**src/rtl/alu_ctrl_unit.sv**
```systemverilog
`default_nettype none
// ============================================================================
// Module      : alu_ctrl_unit
// Description : Registered RISC-V execute block: instruction-field decoder
//               feeding a 32-bit ALU, one-cycle latency.
// Revision    : 1.0 - initial release
// ============================================================================
module alu_ctrl_unit #(
    parameter int XLEN = 32
) (
    input  logic            clk,
    input  logic            rst_n,
    input  logic            valid_i,
    input  logic [XLEN-1:0] a_i,
    input  logic [XLEN-1:0] b_i,
    input  logic [6:0]      opcode_i,
    input  logic [2:0]      funct3_i,
    input  logic            funct7b5_i,
    input  logic            bypass_i,
    input  logic [2:0]      alu_ctrl_i,
    output logic [XLEN-1:0] y_o,
    output logic            zero_o,
    output logic [2:0]      alu_ctrl_o,
    output logic            illegal_o,
    output logic            valid_o
);

    localparam logic [2:0] c_ALU_ADD = 3'b000;
    localparam logic [2:0] c_ALU_SUB = 3'b001;
    localparam logic [2:0] c_ALU_XOR = 3'b010;
    localparam logic [2:0] c_ALU_SLL = 3'b011;
    localparam logic [2:0] c_ALU_SRL = 3'b100;
    localparam logic [2:0] c_ALU_SRA = 3'b101;
    localparam logic [2:0] c_ALU_OR  = 3'b110;
    localparam logic [2:0] c_ALU_AND = 3'b111;

    localparam logic [6:0] c_OPC_R      = 7'b0110011;
    localparam logic [6:0] c_OPC_I      = 7'b0010011;
    localparam logic [6:0] c_OPC_LOAD   = 7'b0000011;
    localparam logic [6:0] c_OPC_STORE  = 7'b0100011;
    localparam logic [6:0] c_OPC_BRANCH = 7'b1100011;

    logic [2:0]      w_ctrl;
    logic            w_illegal;
    logic [XLEN-1:0] w_y;
    logic [4:0]      w_shamt;

    logic [XLEN-1:0] r_y;
    logic            r_zero;
    logic [2:0]      r_ctrl;
    logic            r_illegal;
    logic            r_valid;

    always_comb begin
        w_ctrl    = c_ALU_ADD;
        w_illegal = 1'b0;
        if (bypass_i) begin
            w_ctrl = alu_ctrl_i;
        end else begin
            case (opcode_i)
                c_OPC_R, c_OPC_I: begin
                    case (funct3_i)
                        // funct7b5 selects SUB only for register-register ops
                        3'b000: w_ctrl = (funct7b5_i && opcode_i == c_OPC_R) ? c_ALU_SUB : c_ALU_ADD;
                        3'b001: w_ctrl = c_ALU_SLL;
                        3'b100: w_ctrl = c_ALU_XOR;
                        3'b101: w_ctrl = funct7b5_i ? c_ALU_SRA : c_ALU_SRL;
                        3'b110: w_ctrl = c_ALU_OR;
                        3'b111: w_ctrl = c_ALU_AND;
                        default: w_illegal = 1'b1;
                    endcase
                end
                c_OPC_LOAD, c_OPC_STORE: w_ctrl = c_ALU_ADD;
                c_OPC_BRANCH:            w_ctrl = c_ALU_SUB;
                default:                 w_illegal = 1'b1;
            endcase
        end
    end

    assign w_shamt = b_i[4:0];

    always_comb begin
        w_y = '0;
        case (w_ctrl)
            c_ALU_ADD: w_y = a_i + b_i;
            c_ALU_SUB: w_y = a_i - b_i;
            c_ALU_XOR: w_y = a_i ^ b_i;
            c_ALU_SLL: w_y = a_i << w_shamt;
            c_ALU_SRL: w_y = a_i >> w_shamt;
            c_ALU_SRA: w_y = $unsigned($signed(a_i) >>> w_shamt);
            c_ALU_OR:  w_y = a_i | b_i;
            c_ALU_AND: w_y = a_i & b_i;
            default:   w_y = '0;
        endcase
    end

    always_ff @(posedge clk or negedge rst_n) begin
        if (!rst_n) begin
            r_y       <= '0;
            r_zero    <= 1'b0;
            r_ctrl    <= c_ALU_ADD;
            r_illegal <= 1'b0;
            r_valid   <= 1'b0;
        end else begin
            r_valid <= valid_i;
            if (valid_i) begin
                r_y       <= w_y;
                r_zero    <= (w_y == '0);
                r_ctrl    <= w_ctrl;
                r_illegal <= w_illegal;
            end
        end
    end

    assign y_o        = r_y;
    assign zero_o     = r_zero;
    assign alu_ctrl_o = r_ctrl;
    assign illegal_o  = r_illegal;
    assign valid_o    = r_valid;

endmodule
`default_nettype wire

```
**config.mk**
```make
export PLATFORM = sky130hd
export DESIGN_NAME = alu_ctrl_unit
export DESIGN_NICKNAME = d
export VERILOG_FILES = /design/src/rtl/alu_ctrl_unit.sv
export SDC_FILE = /design/constraint.sdc
export NUM_CORES = 1
export LEC_CHECK = 0
export CORE_MARGIN = 4
export CORE_UTILIZATION = 59
export DETAILED_ROUTE_END_ITERATION = 6
export GPL_ROUTABILITY_DRIVEN = 0
export PLACE_DENSITY = 0.83
export SKIP_CTS_REPAIR_TIMING = 1
export SYNTH_ARGS = -nofsm -noshare
export SYNTH_HDL_FRONTEND = slang
export SYNTH_SLANG_ARGS = --single-unit
```
**constraint.sdc**
```tcl
create_clock -name clk -period 0.8 [get_ports clk]
set_input_delay 0.16 -clock clk [delete_from_list [all_inputs] [get_ports clk]]
set_output_delay 0.16 -clock clk [all_outputs]
set_load 0.005 [all_outputs]
```
==> flow_summary.json, run 1 <==
{
  "status": "did not finish",
  "stop_stage": "global routing (5_1_grt)",
  "firstError": "[ERROR GRT-0116] Global routing finished with congestion. Check the congestion regions in the DRC Viewer.",
  "dp_hpwl_um": 44200,
  "place_ws_ns": -4.46,
  "grt-ovfl-total": 10,
  "cts.sinks": 38,
  "netlist.area_leader.share": 0.136,
  "grt_use_total": 0.680,
  "die_width_um": 140,
  "grt_max_degree": 71,
  "yosysTopAreaCell": "mux4_2",
  "synth_edf_count": 0,
  "netlist_area_um2": 10300,
  "synthFlopType": "dfrtp_1",
  "rows": 47,
  "cts_buffer_depth": 2,
  "cts_buffers": 5,
  "io_pins": 120,
  "synth_async_sr_flop_share": 1.00,
  "synth_nets": 1465,
  "ys_types": 88,
  "die_h_um": 140,
  "h-tree-depth": 2,
  "syn-mean-instance-area_um2": 7.99,
  "netlist_top_cells_area": "mux4_2 (14%), ha_1 (12%), dfrtp_1 (9.3%)",
  "grt_pass1_wl_um": 102000,
  "io_buffers": 119,
  "yosysWarningCount": 0,
  "dp_cells": 2032,
  "ys_seq_area_frac": 0.0926,
  "grt_pass1_vias": 17400,
  "placed_cell_area_um2": 15300,
  "start_util": 0.610,
  "ys_ff_latch": 38,
  "ctsRootBufferMaster": "clkbuf_16",
  "netlist_instances": 1285
}
metrics by stage:
| step | TNS, ns | utilization |
|---|---|---|
| global placement | -117.94 | 0.910 |
| floorplan | -92.48 | - |
| detailed placement | -128.61 | 0.910 |
| CTS | -133.73 | 0.922 |
cell families after synthesis:
group                    Yosys count  share of synthesized area
AO/OA/AOI/OAI                    412                      0.279
XOR/XNOR                          47                     0.0401
adder cells (fa/ha/maj)           98                      0.120
buffers and inverters            168                     0.0737
flip-flops                        38                     0.0926
multiplexers                     120                      0.205
AND/OR/NAND/NOR                  402                      0.189
cells in the mapped netlist, drive strengths merged, types with 9 or more instances:
library cell  count
nand4            14
and3             16
nor4              9
nand2b           22
o22ai            19
o2bb2ai           9
nor3             25
a2111oi          10
buf              37
mux2             24
o211ai           24
o21a             11
mux2i            28
a221oi           12
or3              13
dfrtp            38
ha               97
clkbuf           55
xnor2            41
a21o              9
o21ai            82
mux4             68
o31ai            11
a211oi           23
nor2            100
or2               9
a31oi            14
nand2           117
nand3            40
a22o              9
a21oi            88
inv              74
layer usage:
layer  GRT usage  GRT overflow
met1       0.672             0
met2       0.853             1
met3       0.543             0
met4       0.649             9
met5       0.223             0
==> run 2, diff against run 1 <==
--- a/config.mk
+++ b/config.mk
@@ -6,10 +6,10 @@
 export NUM_CORES = 1
 export LEC_CHECK = 0
 export CORE_MARGIN = 4
-export CORE_UTILIZATION = 59
+export CORE_UTILIZATION = 40
 export DETAILED_ROUTE_END_ITERATION = 6
 export GPL_ROUTABILITY_DRIVEN = 0
-export PLACE_DENSITY = 0.83
+export PLACE_DENSITY_LB_ADDON = 0.15
 export SKIP_CTS_REPAIR_TIMING = 1
 export SYNTH_ARGS = -nofsm -noshare
 export SYNTH_HDL_FRONTEND = slang
==> flow_summary.json, run 2 <==
{
  "status": "complete, but fails checks",
  "violations": "setup timing",
  "finalCriticalPeriod_ns": 4.21,
  "synth_edf_count": 0,
  "cts_buffer_depth": 2,
  "cpLargestDelayFamily": "compound AO/OA/AOI/OAI gates",
  "die_h_um": 168,
  "largest_reg_flops": 32,
  "cts_buffers": 5,
  "synth_async_sr_flop_share": 1.00,
  "synth_compound_area_frac": 0.279,
  "hold_ws_ns": 0.370,
  "power_density_nw_per_um2": 1150,
  "cts_tree": "done",
  "final_core_util": 0.671,
  "p_total_mw": 19.5,
  "cts.sinks": 38,
  "dp_cells": 2146,
  "route.detailed.drc": 0,
  "layout.nets": 2051,
  "dieArea_um2": 28300,
  "slew_violations": 0,
  "cp.arrival_ns": 4.42,
  "synth_nets": 1465,
  "netlist_instances": 1285,
  "synth-xor-area-share": 0.0401,
  "path_class": "input pin to flip-flop",
  "critPathRequiredTime_ns": 1.01,
  "max_freq_mhz": 237,
  "yosysTopAreaCell": "mux4_2",
  "maxSlewHeadroom": 0.391,
  "drt-initial-drc-count": 1868,
  "min_path_type": "input pin to asynchronous set/reset pin",
  "via_per_inst": 6.32,
  "grt_max_degree": 69,
  "synthSimpleGateAreaFrac": 0.189,
  "synthFlopType": "dfrtp_1",
  "io_buffers": 119,
  "ctsRootBufferMaster": "clkbuf_16",
  "grt-ovfl-total": 0,
  "synthMuxAreaShare": 0.205,
  "ys_types": 88,
  "first_pass_iters": 6,
  "grt_use_total": 0.334,
  "synth_most_common_cell": "nand2_1",
  "crit_top_cell": "buf_4",
  "final_cell_mix": "buf_4 (514), nand2_1 (109), ha_1 (95), nor2_1 (89), inv_1 (73)",
  "h-tree-depth": 2,
  "worst_pin_slew_ns": 0.914,
  "vdd_ir_drop_max_v": 0.00114,
  "place_ws_ns": -4.13,
  "rows": 58,
  "period_share": 5.27,
  "ys_seq_area_frac": 0.0926,
  "clock_latency_ns": 0.27,
  "critPathLaunchType": "input pin",
  "finalHoldViolations": 0,
  "p_leak_nw": 7.72,
  "diodes": 0,
  "wire_per_inst_um": 23.9,
  "wl_um": 52600,
  "synth_top_family_by_area": "compound AO/OA/AOI/OAI gates",
  "core_area_um2": 25200,
  "max_stage_delay_ns": 0.38,
  "ant_nets": 0,
  "synthAdderAreaFrac": 0.120,
  "path_buf_inv": 4,
  "reg2reg_slack_ns": -0.09,
  "rsz0062_at_grt": "true",
  "clkSlewWorstSetupHoldPaths_ns": 0.06,
  "syn-mean-instance-area_um2": 7.99,
  "crit_path_end_kind": "flip-flop",
  "yosysWarningCount": 0,
  "path_cells": "dlymetal6s2s_1 -> nand2b_4 -> or3_4 -> o21a_4 -> nor2_4 -> buf_4 -> nor2_2 -> xnor2_1 -> ha_2 -> o211ai_1 -> a21oi_2 -> o211ai_1 -> buf_4 -> a211oi_4 -> nor3_2 -> o21a_1 -> a211o_1 -> a2111oi_0 -> buf_4 -> nand4_1 -> o2bb2ai_1",
  "grt_pass1_wl_um": 75000,
  "mostFrequentLayoutCell": "buf_4",
  "netlist_area_um2": 10300,
  "reg2reg_to": "zero_o",
  "drive_gt1_frac": 0.462,
  "start_util": 0.408,
  "cap_violations": 0,
  "syn_to_final_growth_pct": 64.5,
  "num_vias": 13900,
  "ys_ff_latch": 38,
  "final_cells": 2202,
  "netlist_top_cells_area": "mux4_2 (14%), ha_1 (12%), dfrtp_1 (9.3%)",
  "crit_slowest_cell": "or3_4",
  "setup_viol": 75,
  "path_max_fanout": 4,
  "antenna_found_initial": 2,
  "die_width_um": 168,
  "finClkSkew_ns": 0,
  "synthTopCellsByCount": "nand2_1 (117), nor2_1 (100), ha_1 (97), a21oi_1 (88), o21ai_0 (74)",
  "worstSetupStartpoint": "opcode_i[6]",
  "io_pins": 120,
  "timing.rr.start": "zero_o",
  "reg2regPathDepth": 3,
  "netlist.area_leader.share": 0.136,
  "fin_ws_ns": -3.41,
  "dp_hpwl_um": 40000,
  "grt_pass1_vias": 13000
}
## run 2: cell counts after synthesis
No cell type changed its count.
## run 2: cell families (layout without fill, tap and decap cells)
group           count (synthesis)  in the layout
compound gates                412            412
simple gates                  402            402
buf+inv                       168            755
mux                           120            120
fa+ha+maj                      98             98
xor+xnor                       47             47
flops                          38             38
## run 2: report_power, final
group	internal (mW)	switching (mW)	total, mW	leakage, nW
Clock	1.23	0.799	2.03	0.0729
Sequential	2.34	0.228	2.57	0.446
Combinational	7.54	7.34	14.9	7.20
## run 2: worst reg2reg max path, stage by stage (launching register included)
cell       delay [ns]
dfrtp_1          0.40
buf_4            0.14
buf_4            0.12
o2bb2ai_1        0.11
## run 2: through the flow
step	area [um2]	TNS [ns]
CTS	15600	-124.71
finish	16900	-96.40
global placement	15500	-121.16
floorplan	10600	-92.48
global route	16900	-101.92
detailed placement	15500	-122.97
## run 2: cell type report
type | count | area, um2
tap | 330 | 413
fill | 2111 | 8300
inverter | 76 | 285
sequential | 38 | 951
clock inverter | 2 | 12.5
timing repair buffer | 671 | 5480
multi-input combinational | 1079 | 9600
clock buffer | 6 | 139
## run 2: worst max-delay path by stage
stage	cells past startpoint	to
2_1_floorplan	21	zero_o
3_3_place_gp	20	zero_o
3_5_place_dp	20	zero_o
4_1_cts	20	zero_o
5_1_grt	21	zero_o
6_report	21	zero_o
## run 2: routing by layer
metal / vias to the layer above / global-route usage / part of all wire
met1: 6614 / 0.453 / 0.39
met3: 231 / 0.0505 / 0.10
met5: - / 0 / 0.00048
met4: 4 / 0.183 / 0.072
met2: 943 / 0.511 / 0.43
li1: 6122 / - / -
No activity file was read; power rests on OpenSTA's default activity.
==> run 3, diff against run 2 <==
--- a/config.mk
+++ b/config.mk
@@ -9,7 +9,7 @@
 export CORE_UTILIZATION = 40
 export DETAILED_ROUTE_END_ITERATION = 6
 export GPL_ROUTABILITY_DRIVEN = 0
-export PLACE_DENSITY_LB_ADDON = 0.15
+export PLACE_DENSITY_LB_ADDON = 0.08
 export SKIP_CTS_REPAIR_TIMING = 1
 export SYNTH_ARGS = -nofsm -noshare
 export SYNTH_HDL_FRONTEND = slang
==> flow_summary.json, run 3 (synthesis gave the netlist of run 2 again) <==
{
  "status": "complete, but fails checks",
  "violations": "setup timing",
  "hold_depth": 2,
  "path_class": "input pin to flip-flop",
  "cts_buffer_depth": 2,
  "grt-ovfl-total": 0,
  "maxSlewHeadroom": 0.409,
  "fillers": 2033,
  "reg2reg_to": "zero_o",
  "io_pins": 120,
  "final_cells": 2210,
  "final_cell_mix": "buf_4 (492), nand2_1 (105), ha_1 (92), nor2_1 (90), inv_1 (72)",
  "max_freq_mhz": 234,
  "ctsRootBufferMaster": "clkbuf_16",
  "final_cell_area_um2": 17300,
  "worst_pin_slew_ns": 0.875,
  "min_to": "valid_o",
  "rows": 58,
  "finalHoldViolations": 0,
  "critPathRequiredTime_ns": 1.01,
  "ant_nets": 0,
  "drt-initial-drc-count": 1869,
  "finalCriticalPeriod_ns": 4.28,
  "reg2reg_slack_ns": -0.12,
  "syn_to_final_growth_pct": 68.3,
  "largest_reg_flops": 32,
  "setup_viol": 75,
  "io_buffers": 119,
  "cts.sinks": 38,
  "mostFrequentLayoutCell": "buf_4",
  "grt_use_total": 0.338,
  "layout.nets": 2058,
  "path_max_fanout": 5,
  "cts_buffers": 5,
  "slew_violations": 0,
  "dp_hpwl_um": 40200,
  "placed_cell_area_um2": 15500,
  "power_density_nw_per_um2": 1170,
  "clkSlewWorstSetupHoldPaths_ns": 0.06,
  "cap_violations": 0,
  "die_h_um": 168,
  "wire_per_inst_um": 24.5,
  "worstHoldStart": "valid_i",
  "grt_pass1_vias": 12900,
  "reg2regPathDepth": 3,
  "die_width_um": 168,
  "dp_cells": 2153,
  "clock_latency_ns": 0.29,
  "hold_ws_ns": 0.333,
  "fin_ws_ns": -3.48,
  "finClkSkew_ns": 0,
  "via_per_inst": 6.36,
  "wl_um": 54100,
  "timing.rr.start": "zero_o",
  "rsz0062_at_grt": "true",
  "period_share": 5.34,
  "antenna_found_initial": 0,
  "critPathLaunchType": "input pin",
  "min_path_type": "input pin to flip-flop",
  "cp.arrival_ns": 4.48,
  "start_util": 0.408,
  "p_total_mw": 20.3,
  "crit_path_end_kind": "flip-flop",
  "core_area_um2": 25200,
  "grt_max_degree": 71,
  "h-tree-depth": 2,
  "route.detailed.drc": 0,
  "first_pass_iters": 7,
  "num_vias": 14100,
  "vdd_ir_drop_max_v": 0.00106,
  "grt_pass1_wl_um": 75300,
  "drive_gt1_frac": 0.472,
  "cts_tree": "done",
  "dieArea_um2": 28300,
  "p_leak_nw": 7.94,
  "final_core_util": 0.686
}
==> run 3: changes by cell type in the layout (fill, tap and decap cells not counted), sizes merged <==
| cell | change |
|---|---|
| inv | -1 |
| clkdlybuf4s50 | -11 |
| clkinv | -1 |
| buf | +10 |
| diode | +1 |
| bufinv | +1 |
| dlymetal6s2s | +9 |
==> run 3: worst max-delay path by stage <==
| stage | from | end | slack [ns] | cells past startpoint |
|---|---|---|---|---|
| 3_3_place_gp | b_i[8] | zero_o | -4.23 | 18 |
| 5_1_grt | b_i[5] | zero_o | -3.73 | 19 |
| 4_1_cts | b_i[8] | zero_o | -4.08 | 18 |
| 2_1_floorplan | opcode_i[2] | zero_o | -3.34 | 21 |
| 3_5_place_dp | b_i[8] | zero_o | -4.34 | 18 |
| 6_report | b_i[5] | zero_o | -3.48 | 19 |
==> run 3: area by class of cell <==
class | instances | area [um2] | area share
multi-input combinational | 1079 | 9780 | 0.566
timing repair buffer | 678 | 5680 | 0.329
sequential | 38 | 951 | 0.0550
tap | 330 | 413 | 0.0239
inverter | 76 | 289 | 0.0167
clock buffer | 7 | 133 | 0.00768
clock inverter | 1 | 30.0 | 0.00174
antenna | 1 | 2.50 | 0.000145
==> run 3: critical path: stages <==
cell and delay [ns]:
buf_6 0.09, or4_4 0.59, nor2_4 0.15, nand4_1 0.13, buf_6 0.17, or4_4 0.57
o41ai_4 0.32, xnor2_1 0.12, ha_1 0.33, nand2_2 0.08, o211ai_1 0.19, o21ai_1 0.11
a32oi_1 0.22, o221ai_1 0.17, nor3b_2 0.33, o41ai_2 0.16, a311oi_1 0.23, nand4_1 0.18
o2bb2ai_1 0.17
==> run 3: where the power goes <==
part           internal (mW)  switching (mW)  leakage, nW
sequential              2.34           0.238        0.446
clock                   1.48           0.807       0.0781
combinational           7.81            7.59         7.42
total                   11.6            8.63         7.94
==> run 3: metrics by stage <==
stage	TNS, ns	setup slack (ns)
global route	-101.49	-3.73
CTS	-124.40	-4.08
global placement	-121.24	-4.23
finish	-96.59	-3.48
detailed placement	-122.71	-4.34
floorplan	-92.48	-3.34
==> run 3: layer usage <==
metal | routed length [um] | global-route usage
met2 | 23300 | 0.522
met3 | 5850 | 0.0733
met4 | 3720 | 0.150
met1 | 21300 | 0.454
met5 | 0 | 0
